**src/rtl/exec_phase_controller.sv**
```systemverilog
// Five-phase execution sequencer for the multicycle datapath.
// Sequences P1..P5, debounces the active-low exec button into single press pulses,
// retires HLT, inserts memory wait states and counts retired instructions.
module exec_phase_controller #(
    parameter int unsigned DB_CYCLES = 50000,
    parameter int unsigned DB_W      = 16,
    parameter int unsigned MAX_STALL = 255
) (
    input  logic        clk,
    input  logic        rst,
    input  logic        exec,
    input  logic        step_mode,
    input  logic        hlt,
    input  logic        mem_busy,
    output logic [2:0]  phase,
    output logic        running,
    output logic        halted,
    output logic        stall_err,
    output logic [15:0] instr_count
);

    localparam int unsigned StallW = (MAX_STALL == 0) ? 1 : $clog2(MAX_STALL + 1);

    typedef enum logic [2:0] {
        StIdle,
        StP1,
        StP2,
        StP3,
        StP4,
        StP5,
        StHalted
    } state_e;

    // Button path
    logic            sync1_q, sync2_q;
    logic            db_level_q, db_level_d;
    logic            db_prev_q;
    logic [DB_W-1:0] db_cnt_q, db_cnt_d;
    logic            press;

    // Sequencer
    state_e              state_q, state_d;
    logic                stop_req_q, stop_req_d;
    logic                halt_pend_q, halt_pend_d;
    logic [StallW-1:0]   stall_cnt_q, stall_cnt_d;
    logic                stalling;
    logic                stall_err_q, stall_err_d;
    logic [15:0]         count_q, count_d;
    logic [2:0]          phase_q, phase_d;
    logic                running_q, running_d;
    logic                halted_q, halted_d;

    // Two-flop synchroniser for the asynchronous button; idles released (1)
    always_ff @(posedge clk) begin
        if (!rst) begin
            sync1_q <= 1'b1;
            sync2_q <= 1'b1;
        end else begin
            sync1_q <= exec;
            sync2_q <= sync1_q;
        end
    end

    // Debounce: accept a new level only after DB_CYCLES consecutive differing samples
    always_comb begin
        db_level_d = db_level_q;
        db_cnt_d   = '0;
        if (sync2_q != db_level_q) begin
            if (db_cnt_q == DB_W'(DB_CYCLES - 1)) begin
                db_level_d = sync2_q;
            end else begin
                db_cnt_d = db_cnt_q + 1'b1;
            end
        end
    end

    // Debounced level and its one-cycle-delayed copy for edge detection
    always_ff @(posedge clk) begin
        if (!rst) begin
            db_level_q <= 1'b1;
            db_prev_q  <= 1'b1;
            db_cnt_q   <= '0;
        end else begin
            db_level_q <= db_level_d;
            db_prev_q  <= db_level_q;
            db_cnt_q   <= db_cnt_d;
        end
    end

    // Falling edge of the debounced level only; releases never produce a press
    assign press = db_prev_q & ~db_level_q;

    // Next-state logic: phase sequencing, stalls, stop/halt requests, retirement
    always_comb begin
        state_d     = state_q;
        stop_req_d  = stop_req_q;
        halt_pend_d = halt_pend_q;
        stall_cnt_d = '0;
        stalling    = 1'b0;
        stall_err_d = stall_err_q;
        count_d     = count_q;

        case (state_q)
            StIdle: begin
                if (press) begin
                    state_d    = StP1;
                    stop_req_d = 1'b0;
                end
            end
            StP1, StP4: begin
                if (press) begin
                    stop_req_d = 1'b1;
                end
                if ((state_q == StP4) && hlt) begin
                    halt_pend_d = 1'b1;
                end
                if (mem_busy) begin
                    // Hold the phase; counter saturates so the sticky flag cannot re-arm
                    stalling = 1'b1;
                    if (stall_cnt_q == StallW'(MAX_STALL)) begin
                        stall_cnt_d = stall_cnt_q;
                    end else begin
                        stall_cnt_d = stall_cnt_q + 1'b1;
                    end
                end else begin
                    state_d = (state_q == StP1) ? StP2 : StP5;
                end
            end
            StP2, StP3: begin
                if (press) begin
                    stop_req_d = 1'b1;
                end
                if (hlt) begin
                    halt_pend_d = 1'b1;
                end
                state_d = (state_q == StP2) ? StP3 : StP4;
            end
            StP5: begin
                // Every P5 exit retires one instruction, HLT included.
                // A press or hlt arriving on the exit edge still counts for this instruction.
                count_d = count_q + 16'd1;
                if (halt_pend_q || hlt) begin
                    state_d     = StHalted;
                    halt_pend_d = 1'b0;
                    stop_req_d  = 1'b0;
                end else if (stop_req_q || press || step_mode) begin
                    state_d    = StIdle;
                    stop_req_d = 1'b0;
                end else begin
                    state_d = StP1;
                end
            end
            StHalted: begin
                // Leaving HALTED only returns to IDLE; a further press starts execution
                if (press) begin
                    state_d = StIdle;
                end
            end
            default: begin
                state_d = StIdle;
            end
        endcase

        if (stalling && (stall_cnt_d == StallW'(MAX_STALL))) begin
            stall_err_d = 1'b1;
        end
    end

    // Output decode from the next state so phase/running/halted are registered
    always_comb begin
        case (state_d)
            StP1:    phase_d = 3'd1;
            StP2:    phase_d = 3'd2;
            StP3:    phase_d = 3'd3;
            StP4:    phase_d = 3'd4;
            StP5:    phase_d = 3'd5;
            default: phase_d = 3'd0;
        endcase
        running_d = (phase_d != 3'd0);
        halted_d  = (state_d == StHalted);
    end

    // Sequencer state and registered outputs
    always_ff @(posedge clk) begin
        if (!rst) begin
            state_q     <= StIdle;
            stop_req_q  <= 1'b0;
            halt_pend_q <= 1'b0;
            stall_cnt_q <= '0;
            stall_err_q <= 1'b0;
            count_q     <= '0;
            phase_q     <= 3'd0;
            running_q   <= 1'b0;
            halted_q    <= 1'b0;
        end else begin
            state_q     <= state_d;
            stop_req_q  <= stop_req_d;
            halt_pend_q <= halt_pend_d;
            stall_cnt_q <= stall_cnt_d;
            stall_err_q <= stall_err_d;
            count_q     <= count_d;
            phase_q     <= phase_d;
            running_q   <= running_d;
            halted_q    <= halted_d;
        end
    end

    assign phase       = phase_q;
    assign running     = running_q;
    assign halted      = halted_q;
    assign stall_err   = stall_err_q;
    assign instr_count = count_q;

endmodule

```
**config.mk**
```make
export PLATFORM = sky130hd
export DESIGN_NAME = exec_phase_controller
export DESIGN_NICKNAME = d
export VERILOG_FILES = /design/src/rtl/exec_phase_controller.sv
export SDC_FILE = /design/constraint.sdc
export NUM_CORES = 1
export LEC_CHECK = 0
export BUFFER_PORTS_ARGS = -buffer_cell sky130_fd_sc_hd__buf_2
export CAP_MARGIN = 20
export CORE_MARGIN = 2
export CORE_UTILIZATION = 52
export CTS_BUF_LIST = sky130_fd_sc_hd__clkbuf_2
export CTS_CLUSTER_SIZE = 16
export DETAILED_ROUTE_END_ITERATION = 10
export GPL_ROUTABILITY_DRIVEN = 0
export PLACE_DENSITY_LB_ADDON = 0.2
export SLEW_MARGIN = 20
export SYNTH_ARGS = -nofsm -noshare
export SYNTH_HDL_FRONTEND = slang
export SYNTH_SLANG_ARGS = --single-unit
```
**constraint.sdc**
```tcl
create_clock -name clk -period 1.65 [get_ports clk]
set_input_delay 0.165 -clock clk [delete_from_list [all_inputs] [get_ports clk]]
set_output_delay 0.165 -clock clk [all_outputs]
set_load 0.02 [all_outputs]
```
==> run_results.csv, run 1 <==
group,metric,value,unit
run_status,outcome,"completed",
hold_path,hold_path.class,"input pin to flip-flop",
timing,hold_violations,0,
hold_path,whs_path_depth,4,
drt,detail-route-antenna-nets,0,
pwr,ir_drop,0.000485,V
finish,post_route_cells_drive_above_1_share,19.6,%
critical_path,worstPathMaxFanout,4,
die,die_h,73.2,µm
clock_network,cts_buffers,5,
synth,yosys_warnings,0,
critical_path,r2r-end,"db_cnt_q[14]$_SDFF_PP0_",
critical_path,crit_slowest_cell,"dfxtp_1",
timing,setup_viol,0,
hold_path,min-delay-start,"hlt",
critical_path,reg2reg_depth,5,
drt,finalWirelength,4560,µm
synth,yosysTopAreaCellShare,44.2,%
synth,syn-cell-area,2490,µm²
clock_network,cts_buffer_depth,2,
pwr,leakage,1.13,nW
finish,fillers,423,
timing,fmax,648,MHz
placement,portBuffers,27,
finish,final_common_cell,"dfxtp_1",
finish,areaGrowthSynthToFinish,14.8,%
global_route,grt_max_degree,20,
critical_path,startpoint_type,"flip-flop",
drt,drtIter0Drc,92,
synth,syn_inst,286,
synth,synth-seq-cells,55,
die,core_area,4660,µm²
timing,slew_headroom,66.9,%
timing,setup_slack,0.107,ns
drt,viasPerCell,5.36,
clock_network,cts.root.buffer_cell,"clkbuf_2",
timing,final.period_utilization,93.5,%
synth,syn-num-nets,295,
critical_path,worstPathArrival,1.89,ns
timing,hold_slack,0.106,ns
die,die_w,73.2,µm
critical_path,end_kind,"flip-flop",
die,start_util,53.5,%
drt,wl_per_cell,12.0,µm
synth,synth_area_leader_cell,"dfxtp_1",
hold_path,min_to,"halt_pend_q$_SDFFE_PN0P_",
die,io_pins,28,
die,row_count,25,
global_route,antenna_found_initial,0,
placement,pre_cts_slack,0.0642,ns
critical_path,r2r_start,"db_cnt_q[8]$_SDFF_PP0_",
timing,fin_crit,1.54,ns
synth,synthTopCellsByArea,"dfxtp_1 (44%), xor2_1 (7.7%), nor2_1 (7.5%), xnor2_1 (3.9%), nand2_1 (3.3%)",
global_route,grt_pass1_wl,7890,µm
critical_path,worstSetupPathType,"flip-flop to flip-flop",
timing,maxSlewViolCount,0,
finish,antenna_cells,0,
clock_network,insertion_delay,0.43,ns
finish,fin_nets,336,
global_route,grt.total_usage,18.6,%
clock_network,cts_tree,"done",
clock_network,cts_sinks,55,
drt,vias,2043,
synth,synth.yosys.seq_area_share,44.2,%
critical_path,path_cells,"and3_4, nand4_2, or4_1, xor2_1, nor2_2",
pwr,power_density,707,nW/µm²
timing,tightest_slew,0.496,ns
global_route,grt_pass1_vias,1810,
critical_path,slowest_delay,0.45,ns
run,drv_cap,0,
drt,drc,0,
die,die-area,5360,µm²
critical_path,crit_required,1.99,ns
clock_network,htree_levels,2,
clock_network,clkTransAtPathRegs,0.25,ns
synth,syn_avg_cell_area,8.71,µm²
global_route,grt_overflow,0,
timing,clock-skew-final,0.0200,ns
placement,hpwl,3330,µm
synth,ys_types,46,
critical_path,worst-r2r-setup-slack,0.11,ns
finish,final_cell_mix,"dfxtp_1 (51), nor2_1 (50), buf_2 (27)",
drt,first_pass_iters,4,
timing,tns,0,ns
timing,rsz0062_at_grt,"false",
report_power, final:
| part | total (mW) | leakage, nW | switching [mW] | internal [mW] |
|---|---|---|---|---|
| clock | 0.648 | 0.0391 | 0.394 | 0.255 |
| sequential | 1.34 | 0.445 | 0.00183 | 1.34 |
| combinational | 0.0367 | 0.644 | 0.0220 | 0.0147 |
| total | 2.02 | 1.13 | 0.417 | 1.61 |
sequential cells by signal, indices dropped and copies added, names as in the netlist:
| register | count |
|---|---|
| stop_req_q | 1 |
| instr_count | 16 |
| sync1_q | 1 |
| halted | 1 |
| state_q | 3 |
| db_cnt_q | 16 |
| running | 1 |
| db_level_q | 1 |
| halt_pend_q | 1 |
| phase | 3 |
| sync2_q | 1 |
| db_prev_q | 1 |
| stall_cnt_q | 8 |
| stall_err | 1 |
cell usage after synthesis (all sizes together):
| library cell | n |
|---|---|
| dfxtp | 55 |
| nor2 | 51 |
| nand2 | 22 |
| xor2 | 22 |
| nand3 | 14 |
| a21oi | 13 |
| xnor2 | 11 |
| o21ai | 9 |
| nand4 | 8 |
| buf | 7 |
| nor3 | 7 |
| and3 | 6 |
| and4 | 6 |
| nand2b | 6 |
| inv | 5 |
| and2 | 4 |
| clkbuf | 4 |
| a31oi | 3 |
| and4b | 3 |
| ha | 3 |
| mux2i | 3 |
| nor2b | 3 |
| nor3b | 3 |
| o211ai | 3 |
| a211oi | 2 |
| nor4 | 2 |
| or2 | 2 |
| a32o | 1 |
| nor4b | 1 |
| o21a | 1 |
| o21bai | 1 |
| o22ai | 1 |
| o2bb2ai | 1 |
| o311a | 1 |
| o31a | 1 |
| or4 | 1 |
cell type report:
cell class	count	area, µm²	share of cell area [%]
sequential	55	1110	38.7
clock inverter	1	30.0	1.05
tap	54	67.6	2.36
multi-input combinational	215	1330	46.3
timing repair buffer	45	283	9.88
inverter	5	18.8	0.656
clock buffer	6	30.0	1.05
routing by layer:
| metal | track usage (%) | vias to the layer above | share of wire (%) |
|---|---|---|---|
| met4 | 6.58 | 0 | 1.4 |
| met3 | 4.28 | 9 | 2.9 |
| met1 | 24.7 | 941 | 50 |
| li1 | - | 1062 | - |
| met5 | 0 | - | 0 |
| met2 | 29.5 | 31 | 45 |
critical path, delay by kind of cell, from the launching register on:
kind,cells,cell delay (ns)
xor gates and xnor gates,1,0.18
DFF,1,0.45
and+or+nand+nor,4,0.84
worst max path at each step:
stage | startpoint | endpoint | slack, ns | depth (start not counted)
after floorplan | stall_cnt_q[0]$_SDFF_PN0_ | stall_err$_SDFFE_PN0P_ | 0.001 | 6
after global placement | db_cnt_q[0]$_SDFF_PP0_ | db_cnt_q[14]$_SDFF_PP0_ | 0.11 | 5
after detailed placement | db_cnt_q[0]$_SDFF_PP0_ | db_cnt_q[11]$_SDFF_PP0_ | 0.06 | 7
after CTS | db_cnt_q[0]$_SDFF_PP0_ | db_cnt_q[13]$_SDFF_PP0_ | 0.04 | 7
after global routing | state_q[2]$_SDFF_PN0_ | instr_count[15]$_SDFFE_PN0N_ | 0.0007 | 5
final | db_cnt_q[8]$_SDFF_PP0_ | db_cnt_q[14]$_SDFF_PP0_ | 0.11 | 5
per-stage QoR:
step	power, mW	area [µm²]	std cells	utilization, %
2_1_floorplan	1.38	2490	286	-
3_3_place_gp	1.39	2740	371	58.9
3_5_place_dp	1.39	2740	371	58.9
4_1_cts	2.05	2810	379	60.4
5_1_grt	2.10	2860	381	61.4
6_report	2.02	2860	381	61.4
cells by family (layout without fill, tap and decap cells):
logic type               Yosys count  after routing  share of synthesized area, %
AO/OA/AOI/OAI                     37             37                          9.04
XOR/XNOR                          33             33                          11.6
adder cells (fa/ha/maj)            3              3                          1.51
buffers and inverters             16             57                          3.41
flip-flops                        55             55                          44.2
multiplexers                       3              3                          1.20
AND/OR/NAND/NOR                  139            139                          29.1
what timing repair did:
| action | in CTS | in global routing |
|---|---|---|
| hold buffers | 1 | 1 |
| buffers inserted | 0 | 1 |
| endpoints found under the setup margin | 0 | 18 |
| hold endpoints to repair | 1 | 1 |
| gates resized for setup | 0 | 9 |
No activity file was read; power rests on OpenSTA's default activity.
==> run 2: changes to the inputs <==
Settings changed: BUFFER_PORTS_ARGS -buffer_cell sky130_fd_sc_hd__buf_2 to unset, DONT_BUFFER_PORTS set to 1.
==> run 2 against run 1 <==
  * The run now ends with negative hold slack left
  * Largest power group unchanged
  * Setup slack lost 0.014 ns
  * Maximum frequency down 0.92%
  * Final cell count is 3.1% lower
  * Non-clock buffer count decreased by 13
==> run_results.csv, run 2 (same netlist as run 1, synthesis figures left out) <==
group,metric,value,unit
timing,tightest_slew,0.478,ns
clock_network,ctsHoldBuffers,8,
placement,portBuffers,0,
critical_path,worst-r2r-setup-slack,0.09,ns
pwr,clkPwrFrac,27.6,%
finish,post_route_cells_drive_above_1_share,17.5,%
critical_path,worstPathMaxFanout,7,
die,io_pins,28,
pwr,power.switching,438,µW
clock_network,cts_sinks,55,
pwr,p_total,1.89,mW
global_route,grt.total_usage,18.8,%
critical_path,worstPathArrival,1.92,ns
clock_network,cts_tree,"done",
finish,final_cell_mix,"dfxtp_1 (52), nor2_1 (41), buf_4 (23)",
pwr,internal_power,1.45,mW
clock_network,cts_buffers,5,
critical_path,reg2reg_depth,7,
global_route,grt_max_degree,20,
timing,hold_violations,18,
critical_path,crit_path_end,"db_cnt_q[7]$_SDFF_PP0_",
finish,antenna_cells,0,
pwr,leakage,1.03,nW
pwr,swShare,23.2,%
die,die-area,5360,µm²
critical_path,crit_slowest_cell,"dfxtp_4",
finish,areaGrowthSynthToFinish,15.0,%
run_status,outcome,"complete, but fails checks",
critical_path,end_kind,"flip-flop",
die,core_area,4660,µm²
timing,fmax,642,MHz
run,drv_cap,0,
critical_path,worstSetupPathType,"flip-flop to flip-flop",
critical_path,r2r_start,"db_cnt_q[0]$_SDFF_PP0_",
die,die_w,73.2,µm
clock_network,insertion_delay,0.45,ns
global_route,grt_pass1_vias,1813,
finish,fin_area,2870,µm²
timing,final.period_utilization,94.4,%
die,start_util,53.5,%
critical_path,startpoint_type,"flip-flop",
timing,hold_slack,-0.237,ns
pwr,ir_drop,0.000310,V
die,row_count,25,
clock_network,clkTransAtPathRegs,0.28,ns
drt,vias,2018,
clock_network,cts.root.buffer_cell,"clkbuf_2",
pwr,pwr-share-comb,1.6,%
drt,drtIter0Drc,57,
timing,clock-skew-final,0.0297,ns
die,die_h,73.2,µm
critical_path,startpoint,"db_cnt_q[0]$_SDFF_PP0_",
clock_network,cts_buffer_depth,2,
drt,wl_per_cell,12.9,µm
finish,fin_nets,323,
critical_path,crit_required,2.01,ns
drt,drc,0,
critical_path,slowest_delay,0.44,ns
global_route,grt_overflow,0,
drt,viasPerCell,5.47,
run_status,failed_checks,"negative hold slack",
timing,fin_crit,1.56,ns
critical_path,path_cells,"ha_4, and3_4, nand4_1, nor4_2, or2_1, buf_6, nor2_1",
global_route,grt_pass1_wl,7950,µm
global_route,antenna_found_initial,0,
pwr,power_density,659,nW/µm²
critical_path,r2r-end,"db_cnt_q[7]$_SDFF_PP0_",
timing,setup_viol,0,
timing,slew_headroom,68.1,%
placement,dpl-instance-area,2680,µm²
drt,finalWirelength,4770,µm
finish,final_common_cell,"dfxtp_1",
placement,hpwl,3330,µm
timing,rsz0062_at_grt,"true",
clock_network,htree_levels,2,
drt,detail-route-antenna-nets,0,
hold_path,hold_path.class,"input pin to flip-flop",
pwr,power.share.sequential,70.8,%
drt,first_pass_iters,5,
timing,maxSlewViolCount,0,
-- run 2: cell count changes in the layout (fill, tap and decap cells not counted), sizes merged --
cell         previous run  this run
buf                    43        25
dlygate4sd3             2         7
clkinv                  0         2
bufinv                  1         0
clkbuf                  6         5
clkinvlp                0         1
-- run 2: stage by stage --
step	setup slack [ns]	cells	utilization, %	setup TNS, ns	hold slack, ns
floorplan	0.000975	286	-	0	0.238
global placement	0.0955	353	57.4	0	0.233
detailed placement	0.0253	353	57.4	0	0.232
CTS	0.00488	369	60.1	0	-0.277
global route	-0.0604	369	61.5	-0.559	-0.276
finish	0.0927	369	61.5	0	-0.237
-- run 2: how the worst min path moves through the flow --
stage	cells after the start	from	slack [ns]	endpoint
after floorplan	1	rst	0.24	sync2_q$_SDFF_PN1_
after detailed placement	1	rst	0.23	db_level_q$_SDFFE_PN1P_
final	1	rst	-0.24	db_level_q$_SDFFE_PN1P_
after global routing	1	rst	-0.28	db_level_q$_SDFFE_PN1P_
after global placement	1	rst	0.23	db_level_q$_SDFFE_PN1P_
after CTS	1	rst	-0.28	db_level_q$_SDFFE_PN1P_
-- run 2: what timing repair did --
action,CTS,global route
resized for setup,1,20
cloned,0,0
endpoints found under the hold margin,25,18
pin swaps,0,14
setup buffers,0,1
setup endpoints to repair,8,23
-- run 2: critical path, delay by kind of cell, from the launching register on --
family,cells,cell delay (ns)
and+or+nand+nor,5,0.72
DFF,1,0.44
buffers and inverters,1,0.17
adders and majority gates,1,0.15
-- run 2: layout make-up --
cell class,count,area [µm²]
clock buffer,5,25.0
clock inverter,3,20.0
fill,437,1800
inverter,5,18.8
multi-input combinational,215,1360
sequential,55,1110
tap,54,67.6
timing repair buffer,32,265
-- run 2: power groups by stage --
stage / clock network, mW / logic, mW / registers, mW
3_5_place_dp: 0 / 0.0206 / 1.36
2_1_floorplan: 0 / 0.0208 / 1.36
4_1_cts: 0.554 / 0.0290 / 1.34
3_3_place_gp: 0 / 0.0202 / 1.36
5_1_grt: 0.587 / 0.0336 / 1.34
6_report: 0.521 / 0.0299 / 1.34
-- run 2: per-layer routing --
layer | vias up | routed length [µm] | part of all wire, % | GRT usage, %
li1 | 1041 | - | - | -
met1 | 939 | 2270 | 48 | 23.7
met2 | 32 | 2240 | 47 | 30.5
met3 | 6 | 193 | 4.0 | 5.80
met4 | 0 | 61 | 1.3 | 6.38
met5 | - | 0 | 0 | 0
